### config.mk
export PLATFORM = sky130hd
export DESIGN_NAME = bin2bcd_seq
export DESIGN_NICKNAME = d
export VERILOG_FILES = /design/src/rtl/bin2bcd_seq.sv
export SDC_FILE = /design/constraint.sdc
export NUM_CORES = 1
export LEC_CHECK = 0
export BUFFER_PORTS_ARGS = -buffer_cell sky130_fd_sc_hd__buf_2
export CORE_MARGIN = 1
export CORE_UTILIZATION = 25
export DETAILED_ROUTE_END_ITERATION = 10
export GPL_ROUTABILITY_DRIVEN = 0
export PLACE_DENSITY = 0.53
export SYNTH_ARGS = -nofsm -noshare
export SYNTH_HDL_FRONTEND = slang
export SYNTH_SLANG_ARGS = --single-unit
export TNS_END_PERCENT = 30
### constraint.sdc
create_clock -name clk -period 1.64 [get_ports clk]
set_input_delay 0.246 -clock clk [delete_from_list [all_inputs] [get_ports clk]]
set_output_delay 0.246 -clock clk [all_outputs]
set_load 0.02 [all_outputs]
### src/rtl/bin2bcd_seq.sv
// bin2bcd_seq: sequential double-dabble binary -> packed BCD converter.
//   Performs one shift per clock. The bcd/overflow outputs are registered and
//   change only when a conversion completes, so a display driver never sees
//   a partially converted value.
// Ports:
//   clk       in   1      system clock, rising edge
//   arst      in   1      asynchronous reset, active-high
//   start     in   1      request conversion of bin (ignored while busy)
//   bin       in   W      unsigned value, sampled on the accepting edge
//   busy      out  1      conversion in progress (SHIFT or DONE)
//   done      out  1      one-cycle pulse: bcd/overflow just updated
//   bcd       out  4*D    packed BCD, bcd[3:0] = ones digit
//   overflow  out  1      last value exceeded 10^D-1 (bcd saturated to 9s)
module bin2bcd_seq #(
  parameter int W = 14,
  parameter int D = 4
) (
  input  logic           clk,
  input  logic           arst,
  input  logic           start,
  input  logic [W-1:0]   bin,
  output logic           busy,
  output logic           done,
  output logic [4*D-1:0] bcd,
  output logic           overflow
);

  // Scratch digits: ceil(W*log10(2)) + 1, computed with integer math
  // (log10(2) ~= 0.30103), never fewer than the presented digits.
  localparam int DS_CALC = (W * 30103 + 99999) / 100000 + 1;
  localparam int DS      = (DS_CALC < D) ? D : DS_CALC;
  localparam int CW      = (W < 1) ? 1 : $clog2(W + 1);

  typedef enum logic [1:0] {IDLE, SHIFT, DONE} state_t;

  state_t            state_q, state_d;
  logic [W-1:0]      shreg_q, shreg_d;
  logic [4*DS-1:0]   scr_q, scr_d;
  logic [CW-1:0]     cnt_q, cnt_d;
  logic [4*D-1:0]    bcd_q, bcd_d;
  logic              ovf_q, ovf_d;
  logic              done_q, done_d;

  logic [4*DS-1:0]   adj;
  logic [4*DS+W-1:0] cat;
  logic              hi_nz;

  always_comb begin
    // Add-3 correction on every digit >= 5, applied before the shift.
    adj = scr_q;
    for (int i = 0; i < DS; i++) begin
      if (scr_q[4*i +: 4] >= 4'd5) adj[4*i +: 4] = scr_q[4*i +: 4] + 4'd3;
    end
    cat = {adj, shreg_q} << 1;

    // Any non-zero digit beyond the presented ones means overflow.
    hi_nz = 1'b0;
    for (int i = D; i < DS; i++) begin
      if (scr_q[4*i +: 4] != 4'd0) hi_nz = 1'b1;
    end
  end

  always_comb begin
    state_d = state_q;
    shreg_d = shreg_q;
    scr_d   = scr_q;
    cnt_d   = cnt_q;
    bcd_d   = bcd_q;
    ovf_d   = ovf_q;
    done_d  = 1'b0;
    case (state_q)
      IDLE: begin
        if (start) begin
          shreg_d = bin;
          scr_d   = '0;
          cnt_d   = CW'(W);
          state_d = SHIFT;
        end
      end
      SHIFT: begin
        scr_d   = cat[4*DS+W-1:W];
        shreg_d = cat[W-1:0];
        cnt_d   = cnt_q - 1'b1;
        if (cnt_q == CW'(1)) state_d = DONE;
      end
      DONE: begin
        done_d  = 1'b1;
        ovf_d   = hi_nz;
        bcd_d   = hi_nz ? {D{4'h9}} : scr_q[4*D-1:0];
        state_d = IDLE;
      end
      default: state_d = IDLE;
    endcase
  end

  always_ff @(posedge clk or posedge arst) begin
    if (arst) begin
      state_q <= IDLE;
      shreg_q <= '0;
      scr_q   <= '0;
      cnt_q   <= '0;
      bcd_q   <= '0;
      ovf_q   <= 1'b0;
      done_q  <= 1'b0;
    end else begin
      state_q <= state_d;
      shreg_q <= shreg_d;
      scr_q   <= scr_d;
      cnt_q   <= cnt_d;
      bcd_q   <= bcd_d;
      ovf_q   <= ovf_d;
      done_q  <= done_d;
    end
  end

  assign busy     = (state_q != IDLE);
  assign done     = done_q;
  assign bcd      = bcd_q;
  assign overflow = ovf_q;

endmodule

Yosys cells after proc, flatten, opt, wreduce, memory -nomap -nowiden. Index checks and enable logic that the tools add are counted.

Mux-type cells: 19. Reductions and logical operators: 7. $add $sub $neg: 7. Equality and inequality tests: 5. Magnitude comparators: 6.

Operator list (count): $pmux W24 S2 (1); $pmux W14 S2 (1); $ge A4 B3 Y1 const B (6); $mux W24 (1); $mux W4 (6); $add A4 B2 Y4 const B (5); $mux W16 (1); $mux W14 (1); $pmux W4 S2 (1); $reduce_bool A4 Y1 (2); $eq A4 B1 Y1 const B (1); $mux W2 (2); $ne A2 B2 Y1 const B (2); $pmux W2 S2 (1); $reduce_and A2 Y1 (2); $reduce_bool A2 Y1 (2); $sub A4 B1 Y4 const B (1); $add A3 B2 Y3 const B (1); $mux W1 (3); $mux W3 (1); $eq A2 B1 Y1 const B (1); $eq A2 B2 Y1 const B (1); $logic_not A2 Y1 (1).

Input bits: 17. Output and inout bits: 19. Bits in registers: 62. Word-level logic and storage cells: 51.

Logic depth before layout (Yosys ltp).
Depth in word-level cells: 4. Mapped depth: 7.

Worst setup path after synthesis. No wires, ideal clock.

Kind: reg2reg. From: register scr_q[12]. To: register scr_q[14]. Cell stages (with the launch flop): 7. Clock period less this slack: 1.406 ns. Arrival time: 1.285 ns. Path buffers: 0. Required time: 1.519 ns. Setup slack: 0.234 ns. Path through: dfrtp_1 -> inv_1 -> ha_1 -> nand2b_1 -> a21oi_1 -> mux2i_1 -> a22o_1.

Longest elaborated chain between the ends: 3. Elaborated cells between the ends (all ways): 4. Those cells by class: add/sub: 1; order compare: 1; mux: 2.

Ends and longest elaborated chain: start: declaration (RTL line 38) `logic [4*DS-1:0] scr_q, scr_d;`; start signal: assignment (RTL line 108) `scr_q <= scr_d;`; $add A4 B2 Y4 / $ge A4 B3 Y1 (equally long branches) (RTL line 52) `if (scr_q[4*i +: 4] >= 4'd5) adj[4*i +: 4] = scr_q[4*i +: 4] + 4'd3;`; $mux W4 (*) (RTL line 52); $pmux W24 S2 (*) (RTL line 71) `case (state_q)`.

Mark *: on every way between the ends. The rest lies on a longest branch, timed or not. A chain may end at the register's enable or synchronous reset.

Final worst setup path.
From: register state_q[1]. To: output port busy.

Longest elaborated chain between the ends: 1.

Ends and longest elaborated chain: start: declaration (RTL line 36) `state_t state_q, state_d;`; start signal: assignment (RTL line 106) `state_q <= state_d;`; $reduce_bool A2 Y1 (RTL line 116) `assign busy = (state_q != IDLE);`; end: declaration (RTL line 22) `output logic busy,`.

Every way passes these cells.

==> metrics.md <==
| Metric | Value |
|---|---|
| Inserted Clock Buffers | 9 |
| Clk_skew | 0.005604 ns |
| WS Path Type | register to output pin |
| Critical Path RT | about 1.4 ns |
| Total core area | approximately 0.012 mm2 |
| CP endpoint kind | output pin |
| Hold Path Class | input pin to asynchronous set/reset pin |
| Rows | 39 |
| Post-synth EDFFs | 0 |
| Max cap viols | 0 |
| Vias per cell | 4.795 |
| Crit path DAT | approximately 1.3 ns |
| Critical path, cell by cell | or2_2 -> buf_2 |
| Setup Viol. Count Final | 0 |
| Syn Nets | between 300 and 400 |
| End point of the critical path | busy |
| Slew margin rel. | about 57% |
| Setup TNS | 0 ns |
| DR iter-0 viols | between 90 and 100 |
| Synthesis Warnings | 0 |
| Synth cell count leaders | dfrtp_1 (62), nand2_1 (31), o21ai_0 (26) |
| Clk pin slew, worst setup/hold paths | 0.05 ns |
| Leakage | 1.810 nW |
| Top cell type by total area after synthesis | dfrtp_1 |
| Die area | approximately 0.013 mm2 |
| Final WS setup | a little over 0.05 ns |
| Post-Syn Area | between 0.003 and 0.004 mm2 |
| Sink Count | between 60 and 70 |
| # fillers | between 1,000 and 1,500 |
| Dpl hpwl | about 4600 um |
| Vias in the first global route | about 2,400 |
| Worst r2r path cells | 2 |
| Post-Route WL | approximately 7000 um |
| Initial antenna violation count | 0 |
| Layout cells sized above 1 | around a quarter |
| RSZ-0062 raised after global routing | false |
| Fraction of registers with async set/reset | 100.0% |
| Largest fanout on the critical path | 10 |
| Pwr/cell area | 2054 mW/mm2 |
| Sequential area share after synthesis | about half |
| Critical path launch point type | register |
| Reg2reg start | state_q[1]$_DFFE_PP0P_ |
| Slew @ Worst Pin | between 0.6 and 0.7 ns |
| Initial Utilization | a little over a quarter |
| Area share of the largest cell type after synthesis | about half |
| Max Freq | 629.5 MHz |
| First-pass GRT wire length | approximately 12,000 um |
| Via Count | 2,335 |
| Crit path depth | 2 |
| Slowest cell on the critical path | dfrtp_1 |
| Placement-stage cell area | between 0.003 and 0.004 mm2 |
| Post-Place Worst Slack | between 0.07 and 0.08 ns |
| Layout area overhead | 24.14% |
| Ant. Diodes | 0 |
| Cell count after synthesis | just under 300 |
| CP top delay family | flip-flops |
| Final slew viol count | 0 |
| Worst reg2reg path endpoint | scr_q[11]$_DFFE_PP0P_ |
| Minimum clock period | roughly 1.6 ns |
| CTS root buf | clkbuf_16 |
| Buf/Inv on CP | 1 |
| Number of port buffers | 35 |
| Final Non-Filler Cells | 487 |
| TritonRoute pass-1 iters | 7 |
| Layout Nets | 372 |
| Most numerous cell in the Yosys netlist | dfrtp_1 |
| GRT Util Overall | 12.19% |
| Synth unique cells | 38 |
| # IOs | 36 |
| CTS tree | yes |
| WL/cell | 14.28 um |
| DR DRC count | 3 |
| Syn avg cell area | between 10 and 15 um2 |
| Critical Path Start | state_q[1]$_DFFE_PP0P_ |
| Post-route design area | 0.003771 mm2 |
| Die Width | 112.2 um |
| Top cells by area, synth | dfrtp_1 (51%), ha_1 (6.6%), o21ai_0 (4.3%) |
| ANT nets after route | 0 |
| Failing checks | DRC |
| Hold Fails Final Rpt | 0 |
| Die Ht | 112.2 um |
| Longest Clk Path Bufs | 2 |
| Crit share post-route | between 90% and 100% |
| H-tree lvl count | 3 |
| Maximum VDD drop | roughly 0.68 mV |
| FF+latch count, synth | between 60 and 70 |
| Placed cells | between 400 and 500 |
| Clock latency on the worst-skew pair | between 0.3 and 0.4 ns |
| CP peak stage delay | slightly above 0.5 ns |
| Status | finished with violations |
| Grt ovf | 0 |
| Post-synth top flop | dfrtp_1 |
| Largest net degree at the start of global routing | 63 |
| R2r setup slk | between 0.1 and 0.15 ns |
[state kept, by name (all words and copies together), names as in the netlist]
register / flops
cnt_q: 4
scr_q: 24
done: 1
bcd: 16
state_q: 2
overflow: 1
shreg_q: 14
[worst min-delay path by stage]
stage / startpoint / depth (start not counted) / slack, ns / to
final: arst / 3 / 0.008 / shreg_q[11]$_DFFE_PP0P_
after global routing: arst / 3 / 0.04 / scr_q[15]$_DFFE_PP0P_
after CTS: arst / 3 / 0.01 / shreg_q[6]$_DFFE_PP0P_
after detailed placement: arst / 3 / 0.37 / shreg_q[9]$_DFFE_PP0P_
after global placement: arst / 3 / 0.37 / shreg_q[9]$_DFFE_PP0P_
after floorplan: arst / 1 / 0.36 / bcd[0]$_DFFE_PP0P_
[logic make-up after synthesis]
logic type	count (synthesis)	share of synthesized area (%)
XOR/XNOR	8	2.307
AND/OR/NAND/NOR	78	13.47
buffers and inverters	33	5.560
flip-flops	62	51.07
adder cells (fa/ha/maj)	16	6.590
multiplexers	6	1.977
AO/OA/AOI/OAI	90	19.03
[what timing repair did]
item,4_1_cts,5_1_grt
hold buffers,0,0
buffers inserted,1,0
setup endpoints to repair,1,13
gates resized for setup,1,5
endpoints found under the hold margin,0,0
[power by group]
part           switching (W)  internal (W)  total, W
Clock               0.000678       0.00132   0.00200
Sequential          0.000468       0.00211   0.00258
Combinational        0.00173       0.00145   0.00317
Total                0.00287       0.00487   0.00775
[final cells by class]
class	count	area (um2)	area share, %
Clock buffer	9	225.2	5.972
Clock inverter	7	88.84	2.356
Inverter	17	67.56	1.792
Multi-Input combinational cell	198	1338	35.47
Sequential cell	62	1553	41.17
Tap cell	143	178.9	4.745
Timing Repair Buffer	51	320.3	8.494
[through the flow]
step / power, W / util, % / hold slack, ns
floorplan: 0.004817 / - / 0.3646
global placement: 0.005619 / 29.52 / 0.3682
detailed placement: 0.005702 / 29.52 / 0.3730
CTS: 0.007781 / 32.30 / 0.01424
global route: 0.008360 / 32.47 / 0.03731
finish: 0.007747 / 32.47 / 0.008129
[layer usage]
layer | vias to the layer above | share of wire [%] | track usage, %
met2 | 46 | 46 | 19.17
met3 | 9 | 4.7 | 4.104
met4 | 0 | 1.8 | 4.800
met5 | - | 0 | 0
met1 | 1144 | 48 | 15.45
li1 | 1136 | - | -
[placed cells by master (no fill, tap or decap), types with 2 or more instances in the layout]
cell type	Yosys	final
o31ai_1	10	10
ha_1	16	16
xnor2_1	6	6
clkbuf_16	0	9
a32o_1	7	7
xor2_1	2	2
o22ai_1	9	9
a21oi_1	17	14
a22oi_1	8	8
nand2_1	31	31
nor2_1	13	13
nor3b_1	3	3
inv_2	1	2
and3b_1	7	7
nand2b_1	7	7
clkinv_2	0	4
dfrtp_1	62	61
buf_12	0	2
nor3_1	2	2
a21oi_2	0	3
nand3_1	6	6
buf_2	9	35
buf_4	3	14
o32ai_1	2	2
inv_1	16	14
mux2i_1	6	6
bufinv_16	0	2
o21ai_0	26	26
a31oi_1	4	4
a22o_1	5	5
[worst register-to-register path, delay by kind of cell (launching register included)]
family,cells,cell delay (ns)
DFF,1,0.51
AOI/OAI and AO/OA,1,0.26
and+or+nand+nor,1,0.67
Note: power is estimated with default switching activity, not from simulation.
